**src/rtl/clock_pkg.sv**
```systemverilog
// Shared constants for the time-of-day counter: BCD digit width and per-field maxima.
package clock_pkg;

  localparam int unsigned BCD_W   = 4;
  localparam int unsigned SEC_MAX = 59;
  localparam int unsigned MIN_MAX = 59;
  localparam int unsigned HR_MAX  = 23;

endpackage

```
**src/rtl/bcd_mod_counter.sv**
```systemverilog
// Two-digit BCD counter 00..MAX with synchronous clear, increment and carry at MAX->00.
module bcd_mod_counter
  import clock_pkg::*;
#(
  parameter int unsigned MAX = 59
) (
  input  logic             clk,
  input  logic             rst,
  input  logic             inc,
  input  logic             clr,
  output logic [BCD_W-1:0] ones,
  output logic [BCD_W-1:0] tens,
  output logic             carry_c
);

  localparam logic [BCD_W-1:0] MAX_T = BCD_W'(MAX / 10);
  localparam logic [BCD_W-1:0] MAX_O = BCD_W'(MAX % 10);
  localparam logic [BCD_W-1:0] NINE  = BCD_W'(9);

  logic at_max_c;

  assign at_max_c = (tens == MAX_T) && (ones == MAX_O);
  assign carry_c  = inc && !clr && at_max_c;

  // Clear wins over increment; full-range wrap takes precedence over units wrap.
  always_ff @(posedge clk or posedge rst) begin
    if (rst) begin
      ones <= '0;
      tens <= '0;
    end else if (clr) begin
      ones <= '0;
      tens <= '0;
    end else if (inc) begin
      if (at_max_c) begin
        ones <= '0;
        tens <= '0;
      end else if (ones == NINE) begin
        ones <= '0;
        tens <= tens + BCD_W'(1);
      end else begin
        ones <= ones + BCD_W'(1);
      end
    end
  end

endmodule

```
**src/rtl/bcd_time_counter.sv**
```systemverilog
// 24-hour HH:MM:SS BCD time-of-day counter with 1 Hz prescaler, colon blink,
// manual minute/hour set and hour/day roll-over pulses.
module bcd_time_counter
  import clock_pkg::*;
#(
  parameter int unsigned DIV   = 100_000_000,
  parameter int unsigned DIV_W = 27
) (
  input  logic             clk,
  input  logic             rst,
  input  logic             run,
  input  logic             inc_min,
  input  logic             inc_hr,
  output logic [BCD_W-1:0] sec_o,
  output logic [BCD_W-1:0] sec_t,
  output logic [BCD_W-1:0] min_o,
  output logic [BCD_W-1:0] min_t,
  output logic [BCD_W-1:0] hr_o,
  output logic [BCD_W-1:0] hr_t,
  output logic             tick,
  output logic             colon,
  output logic             chime,
  output logic             day_wrap
);

  localparam logic [DIV_W-1:0] CNT_LAST = DIV_W'(DIV - 1);
  localparam logic [DIV_W-1:0] CNT_HALF = DIV_W'(DIV / 2);

  logic [DIV_W-1:0] cnt;
  logic [DIV_W-1:0] cnt_next_c;
  logic             adv_c;
  logic             sec_cy_c;
  logic             min_cy_c;
  logic             hr_cy_c;

  // tick and colon are registered from the next count so they line up with it.
  always_comb begin
    cnt_next_c = cnt;
    if (run) begin
      cnt_next_c = (cnt == CNT_LAST) ? '0 : cnt + DIV_W'(1);
    end
  end

  always_ff @(posedge clk or posedge rst) begin
    if (rst) begin
      cnt   <= '0;
      tick  <= 1'b0;
      colon <= 1'b1;
    end else begin
      cnt   <= cnt_next_c;
      tick  <= run && (cnt_next_c == CNT_LAST);
      colon <= cnt_next_c < CNT_HALF;
    end
  end

  // A manual set in a tick cycle swallows that second's advance.
  assign adv_c = tick && !inc_min && !inc_hr;

  bcd_mod_counter #(.MAX(SEC_MAX)) u_sec (
    .clk     (clk),
    .rst     (rst),
    .inc     (adv_c),
    .clr     (inc_min),
    .ones    (sec_o),
    .tens    (sec_t),
    .carry_c (sec_cy_c)
  );

  bcd_mod_counter #(.MAX(MIN_MAX)) u_min (
    .clk     (clk),
    .rst     (rst),
    .inc     (inc_min || sec_cy_c),
    .clr     (1'b0),
    .ones    (min_o),
    .tens    (min_t),
    .carry_c (min_cy_c)
  );

  bcd_mod_counter #(.MAX(HR_MAX)) u_hr (
    .clk     (clk),
    .rst     (rst),
    .inc     (inc_hr || (sec_cy_c && min_cy_c)),
    .clr     (1'b0),
    .ones    (hr_o),
    .tens    (hr_t),
    .carry_c (hr_cy_c)
  );

  // sec_cy_c only fires on a tick advance, so manual sets never reach these pulses.
  always_ff @(posedge clk or posedge rst) begin
    if (rst) begin
      chime    <= 1'b0;
      day_wrap <= 1'b0;
    end else begin
      chime    <= sec_cy_c && min_cy_c;
      day_wrap <= sec_cy_c && min_cy_c && hr_cy_c;
    end
  end

endmodule

```
**config.mk**
```make
export PLATFORM = sky130hd
export DESIGN_NAME = bcd_time_counter
export DESIGN_NICKNAME = d
export VERILOG_FILES = /design/src/rtl/clock_pkg.sv /design/src/rtl/bcd_mod_counter.sv /design/src/rtl/bcd_time_counter.sv
export SDC_FILE = /design/constraint.sdc
export NUM_CORES = 1
export LEC_CHECK = 0
export CORE_ASPECT_RATIO = 1.1
export CORE_UTILIZATION = 35
export CTS_CLUSTER_SIZE = 12
export DETAILED_ROUTE_END_ITERATION = 12
export PLACE_DENSITY = 0.59
export SLEW_MARGIN = 20
export SYNTH_ARGS = -nofsm -noshare
export SYNTH_HDL_FRONTEND = slang
export SYNTH_SLANG_ARGS = --single-unit
export TNS_END_PERCENT = 1
```
**constraint.sdc**
```tcl
create_clock -name clk -period 3.55 [get_ports clk]
set_clock_uncertainty 0.15 [all_clocks]
set_input_delay 0.71 -clock clk [delete_from_list [all_inputs] [get_ports clk]]
set_output_delay 0.71 -clock clk [all_outputs]
set_load 0.05 [all_outputs]
```
==> results of run 1 <==
==> cells in the mapped netlist (4+ instances only) <==
| master | count |
|---|---|
| xor2_1 | 11 |
| xnor2_1 | 16 |
| nor3b_1 | 4 |
| nand2_1 | 26 |
| nor3_1 | 12 |
| a21oi_1 | 10 |
| nor4_1 | 4 |
| nor4b_1 | 5 |
| and2_1 | 4 |
| buf_2 | 4 |
| inv_1 | 16 |
| and3_1 | 7 |
| ha_1 | 11 |
| nor2b_1 | 5 |
| o21ai_0 | 14 |
| nor2_1 | 31 |
| o31ai_1 | 5 |
| nand4_1 | 14 |
| and4_1 | 5 |
| dfrtp_1 | 54 |
| clkbuf_1 | 6 |
| nand3_1 | 14 |
==> through the flow <==
stage | instances | util | hold slack [ns] | instance area [µm²] | setup WS [ns]
floorplan | 328 | - | 0.361 | 3120 | 0.837
global placement | 470 | 0.425 | 0.353 | 3610 | 0.386
detailed placement | 470 | 0.425 | 0.369 | 3610 | 0.342
CTS | 477 | 0.437 | 0.382 | 3710 | 0.667
global route | 477 | 0.437 | 0.403 | 3710 | 0.524
finish | 477 | 0.437 | 0.378 | 3710 | 0.659
==> layout make-up <==
cell class / instances / area share
Multi-Input combinational cell: 246 / 0.441
Sequential cell: 55 / 0.371
Timing Repair Buffer: 42 / 0.107
Tap cell: 111 / 0.0374
Clock buffer: 6 / 0.0196
Inverter: 16 / 0.0162
Clock inverter: 1 / 0.00809
==> sequential cells by signal (all words and copies together) (netlist names) <==
| name | flops |
|---|---|
| chime | 1 |
| cnt | 27 |
| colon | 1 |
| day_wrap | 1 |
| tick | 1 |
| u_hr.ones | 4 |
| u_hr.tens | 4 |
| u_min.ones | 4 |
| u_min.tens | 4 |
| u_sec.ones | 4 |
| u_sec.tens | 4 |
==> worst max path at each step <==
stage             startpoint            end  slack [ns]  depth (start not counted)
2_1_floorplan  u_sec.ones[0]  u_min.tens[0]        0.84                          8
3_3_place_gp             run          colon        0.39                          9
3_5_place_dp             run           tick        0.34                          8
4_1_cts                  run           tick        0.67                          8
5_1_grt                  run          colon        0.52                          9
6_report                 run           tick        0.66                          8
==> worst max-delay path: stages <==
cell             delay, ns
clkdlybuf4s50_1       0.54
nand4_4               0.16
or4_4                 0.55
xnor2_1               0.18
nor4b_1               0.25
and4_1                0.23
nand4_1               0.08
and4bb_1              0.27
==> metal layers <==
layer  vias up  global-route usage  share of wire
met4         0              0.0397          0.014
met1      1196               0.207           0.47
met2        62               0.266           0.48
met3         9              0.0256          0.034
li1       1245                   -              -
met5         -                   0              0
==> power by group through the flow <==
| stage | registers [µW] | clock network [µW] | logic (µW) |
|---|---|---|---|
| floorplan | 1140 | 0 | 281 |
| global route | 927 | 441 | 815 |
| CTS | 903 | 421 | 759 |
| global placement | 912 | 0 | 746 |
| finish | 902 | 404 | 752 |
| detailed placement | 915 | 0 | 756 |
==> cells by family (layout without fill, tap and decap cells) <==
logic type | Yosys count | count (layout) | share of synthesized area
AO/OA/AOI/OAI | 46 | 46 | 0.0927
XOR/XNOR | 27 | 27 | 0.0758
adder cells (fa/ha/maj) | 11 | 11 | 0.0441
buffers and inverters | 27 | 65 | 0.0341
flip-flops | 55 | 55 | 0.442
multiplexers | 4 | 4 | 0.0136
AND/OR/NAND/NOR | 158 | 158 | 0.298
==> results.json, run 1 <==
{
  "p_comb_frac": 0.365,
  "power_frac_seq": 0.439,
  "post-cts-setup-buffers": 0,
  "cts_hold_buf": 0,
  "cts_inserted_buffers": 5,
  "synth_area_per_cell_um2": 9.51,
  "p_int_uw": 1230,
  "total_power_uw": 2060,
  "die_h_um": 101,
  "p_sw_frac": 0.405,
  "tightestPinTransition_ns": 0.512,
  "r2r_slack_ns": 0.86,
  "setup_viol": 0,
  "rr_endpoint": "tick",
  "power_density_nw_per_um2": 555,
  "finalWirelength_um": 6840,
  "io_pins": 33,
  "seq_area_frac_synth": 0.442,
  "firstDrtPassIters": 4,
  "multi_input_area_um2": 1640,
  "fin_crit_sh": 0.814,
  "post-route-min-period_ns": 2.89,
  "clockBufferDepth": 2,
  "core_um2": 8500,
  "finalHoldViolations": 0,
  "synth_edf_count": 0,
  "cts.clk_slew.worst_paths_ns": 0.09,
  "mostFrequentLayoutCells": "dfrtp_1, clkdlybuf4s50_1, nor2_1, nand2_1, xnor2_1",
  "die_w_um": 92.0,
  "yosysWarnings": 0,
  "wl_per_cell_um": 14.3,
  "hpwl_um": 5150,
  "hold_depth": 1,
  "grt_max_degree": 24,
  "switchingPower_uw": 832,
  "synth_top_area_share": 0.433,
  "via_per_inst": 5.27,
  "status": "complete, no violations",
  "ys_types": 54,
  "max-cap-violations": 0,
  "clk_latency_ns": 0.30,
  "synth_top_cell_by_area": "dfrtp_1",
  "peakVddDrop_v": 0.000308,
  "gp_congestion": 0.860,
  "synth.area.top_cells": "dfrtp_1, xnor2_1, ha_1, nor2_1, nand2_1",
  "p_leak_uw": 0.00158,
  "row_count": 35,
  "initial_utilization": 0.367,
  "port-buffer-count": 32,
  "tns_ns": 0,
  "worstHoldStart": "u_hr.tens[3]",
  "hold_class": "reg2reg",
  "maxSlewViolCount": 0,
  "r2r_start": "cnt[0]",
  "ant_nets": 0,
  "synth_cells": 328,
  "area_growth_pct": 18.9,
  "drive_gt1_frac": 0.0902,
  "rsz0062_at_grt": "no",
  "htreeDepth": 2,
  "ys.flop_type": "dfrtp_1",
  "hold_end": "u_hr.tens[3]",
  "die-area_um2": 9290,
  "synth_area_um2": 3120,
  "route.detailed.drc": 0,
  "gr-usage-all-layers": 0.156,
  "grt_remaining_overflow": 0,
  "fmax_mhz": 346,
  "synth-async-reset-ratio": 1.00,
  "ys_ff_latch": 55,
  "cts_resized": 0,
  "pwr-share-clk": 0.196,
  "cp_max_fo": 6,
  "worstSetupPathType": "in2reg",
  "critPathCaptureType": "register",
  "grt_pass1_wl_um": 11700,
  "antenna_found_initial": 0,
  "clock-sinks": 55,
  "cp-start-kind": "input pin",
  "worstRegToRegCells": 8,
  "crit_required_ns": 3.64,
  "cts_tree": "done",
  "grt_pass1_vias": 2451,
  "num_antenna_cells": 0,
  "layout.nets": 382,
  "fillers": 844,
  "regArea_um2": 1380,
  "crit_arrival_ns": 2.98,
  "drt-initial-drc-count": 83,
  "layout_commonest_cell": "dfrtp_1",
  "slew_headroom": 0.657,
  "clock-root-buffer": "clkbuf_8",
  "synth.net_count": 344,
  "via_count": 2512
}
(Power assumes the default switching activity.)
==> run 2: changes to the inputs <==
clock period = 2.9 ns   (was 3.55 ns; I/O delays follow)
==> results.json, run 2 (same netlist as run 1, synthesis figures left out) <==
{
  "status": "complete, no violations",
  "p_leak_uw": 0.00169,
  "initial_utilization": 0.367,
  "clock-root-buffer": "clkbuf_8",
  "fmax_mhz": 386,
  "hold_class": "reg2reg",
  "top_register": "cnt",
  "cp-start-kind": "register",
  "layout_commonest_cell": "dfrtp_1",
  "core_um2": 8500,
  "drt-initial-drc-count": 138,
  "io_pins": 33,
  "tightestPinTransition_ns": 0.509,
  "area_growth_pct": 24.6,
  "tns_ns": 0,
  "finalWirelength_um": 6940,
  "post-cts-setup-buffers": 0,
  "final_area_um2": 3890,
  "die_h_um": 101,
  "ant_nets": 0,
  "rsz0062_at_grt": "no",
  "die_w_um": 92.0,
  "setup_viol": 0,
  "fillers": 829,
  "placed_area_um2": 3760,
  "clockBufferDepth": 2,
  "power_density_nw_per_um2": 663,
  "post-route-util": 0.457,
  "route.detailed.drc": 0,
  "gp_congestion": 0.862,
  "crit_arrival_ns": 2.67,
  "cts_inserted_buffers": 5,
  "grt_pass1_wl_um": 12100,
  "maxSlewViolCount": 0,
  "fin_cells": 498,
  "fin_crit_sh": 0.893,
  "die-area_um2": 9290,
  "drive_gt1_frac": 0.147,
  "via_count": 2611,
  "critPathCaptureType": "register",
  "firstDrtPassIters": 4,
  "place_inst": 490,
  "num_antenna_cells": 0,
  "via_per_inst": 5.24,
  "max-cap-violations": 0,
  "cts_hold_buf": 0,
  "hpwl_um": 5130,
  "clk_latency_ns": 0.32,
  "cts_tree": "done",
  "wl_per_cell_um": 13.9,
  "post-route-min-period_ns": 2.59,
  "total_power_uw": 2580,
  "port-buffer-count": 32,
  "clock-sinks": 55,
  "layout.nets": 402,
  "grt_remaining_overflow": 0,
  "cts.clk_slew.worst_paths_ns": 0.11,
  "slew_headroom": 0.659,
  "row_count": 35,
  "grt_max_degree": 33,
  "antenna_found_initial": 0,
  "grt_pass1_vias": 2665,
  "finalHoldViolations": 0,
  "cp_max_fo": 8,
  "worstSetupPathType": "reg2reg",
  "htreeDepth": 2,
  "gr-usage-all-layers": 0.164,
  "largest_register_ffs": 27,
  "mostFrequentLayoutCells": "dfrtp_1, nor2_1, clkdlybuf4s50_1, buf_4, nand2_1",
  "peakVddDrop_v": 0.000262,
  "crit_required_ns": 2.98
}
==> run 2: cell count changes in the layout (fill, tap and decap cells not counted) <==
cell | before | now
clkdlybuf4s50_1 | 32 | 31
dlymetal6s2s_1 | 0 | 1
clkbuf_1 | 1 | 0
clkinvlp_4 | 0 | 1
nor4_1 | 4 | 3
nor4_2 | 1 | 2
inv_6 | 0 | 1
a211oi_2 | 0 | 1
buf_4 | 10 | 30
a211oi_1 | 2 | 1
==> run 2: through the flow <==
| stage | setup slack [ns] | hold WS (ns) |
|---|---|---|
| after floorplan | 0.187 | 0.361 |
| after global placement | -0.186 | 0.351 |
| after detailed placement | -0.250 | 0.363 |
| after CTS | 0.0848 | 0.379 |
| after global routing | 0.115 | 0.423 |
| final | 0.310 | 0.374 |
==> run 2: worst max-delay path, cell delays in order (launching register included) <==
cell	delay (ns)
dfrtp_1	0.50
nand4_2	0.30
or4_4	0.62
nor2_1	0.19
nand3_1	0.11
xor2_1	0.24
and4b_1	0.23
a21oi_1	0.16
==> run 2: repair_timing <==
item | CTS | global route
setup endpoints to repair | 0 | 2
resized for setup | 0 | 3
hold endpoints to repair | 0 | 0
==> run 2: worst paths after layout <==
kind                       slack [ns]  cells after the start    startpoint             to
min                              0.37                      1  u_hr.tens[3]   u_hr.tens[3]
min reg2reg                      0.37                      1  u_hr.tens[3]   u_hr.tens[3]
max in group asynchronous        1.74                      3           rst          colon
max                              0.31                      7       cnt[11]          colon
max reg2reg                      0.31                      7       cnt[11]          colon
min in group asynchronous        0.46                      3           rst  u_sec.ones[2]
==> run 2: area by class of cell <==
class	instances	area [µm²]	share of cell area
tap	111	139	0.0357
inverter	16	60.1	0.0155
clock inverter	3	46.3	0.0119
clock buffer	5	68.8	0.0177
multi-input combinational	246	1650	0.424
sequential	55	1380	0.354
timing repair buffer	62	548	0.141
==> run 2: power breakdown <==
part           internal [µW]  leakage, µW  switching (µW)
logic                    361     0.000914             585
clock network            261    0.0000548             267
registers                905     0.000726             197
==> run 2: layer usage <==
layer  track usage  part of all wire
met1         0.206              0.47
met2         0.281              0.48
met3        0.0332             0.036
met4        0.0529             0.018
met5             0                 0
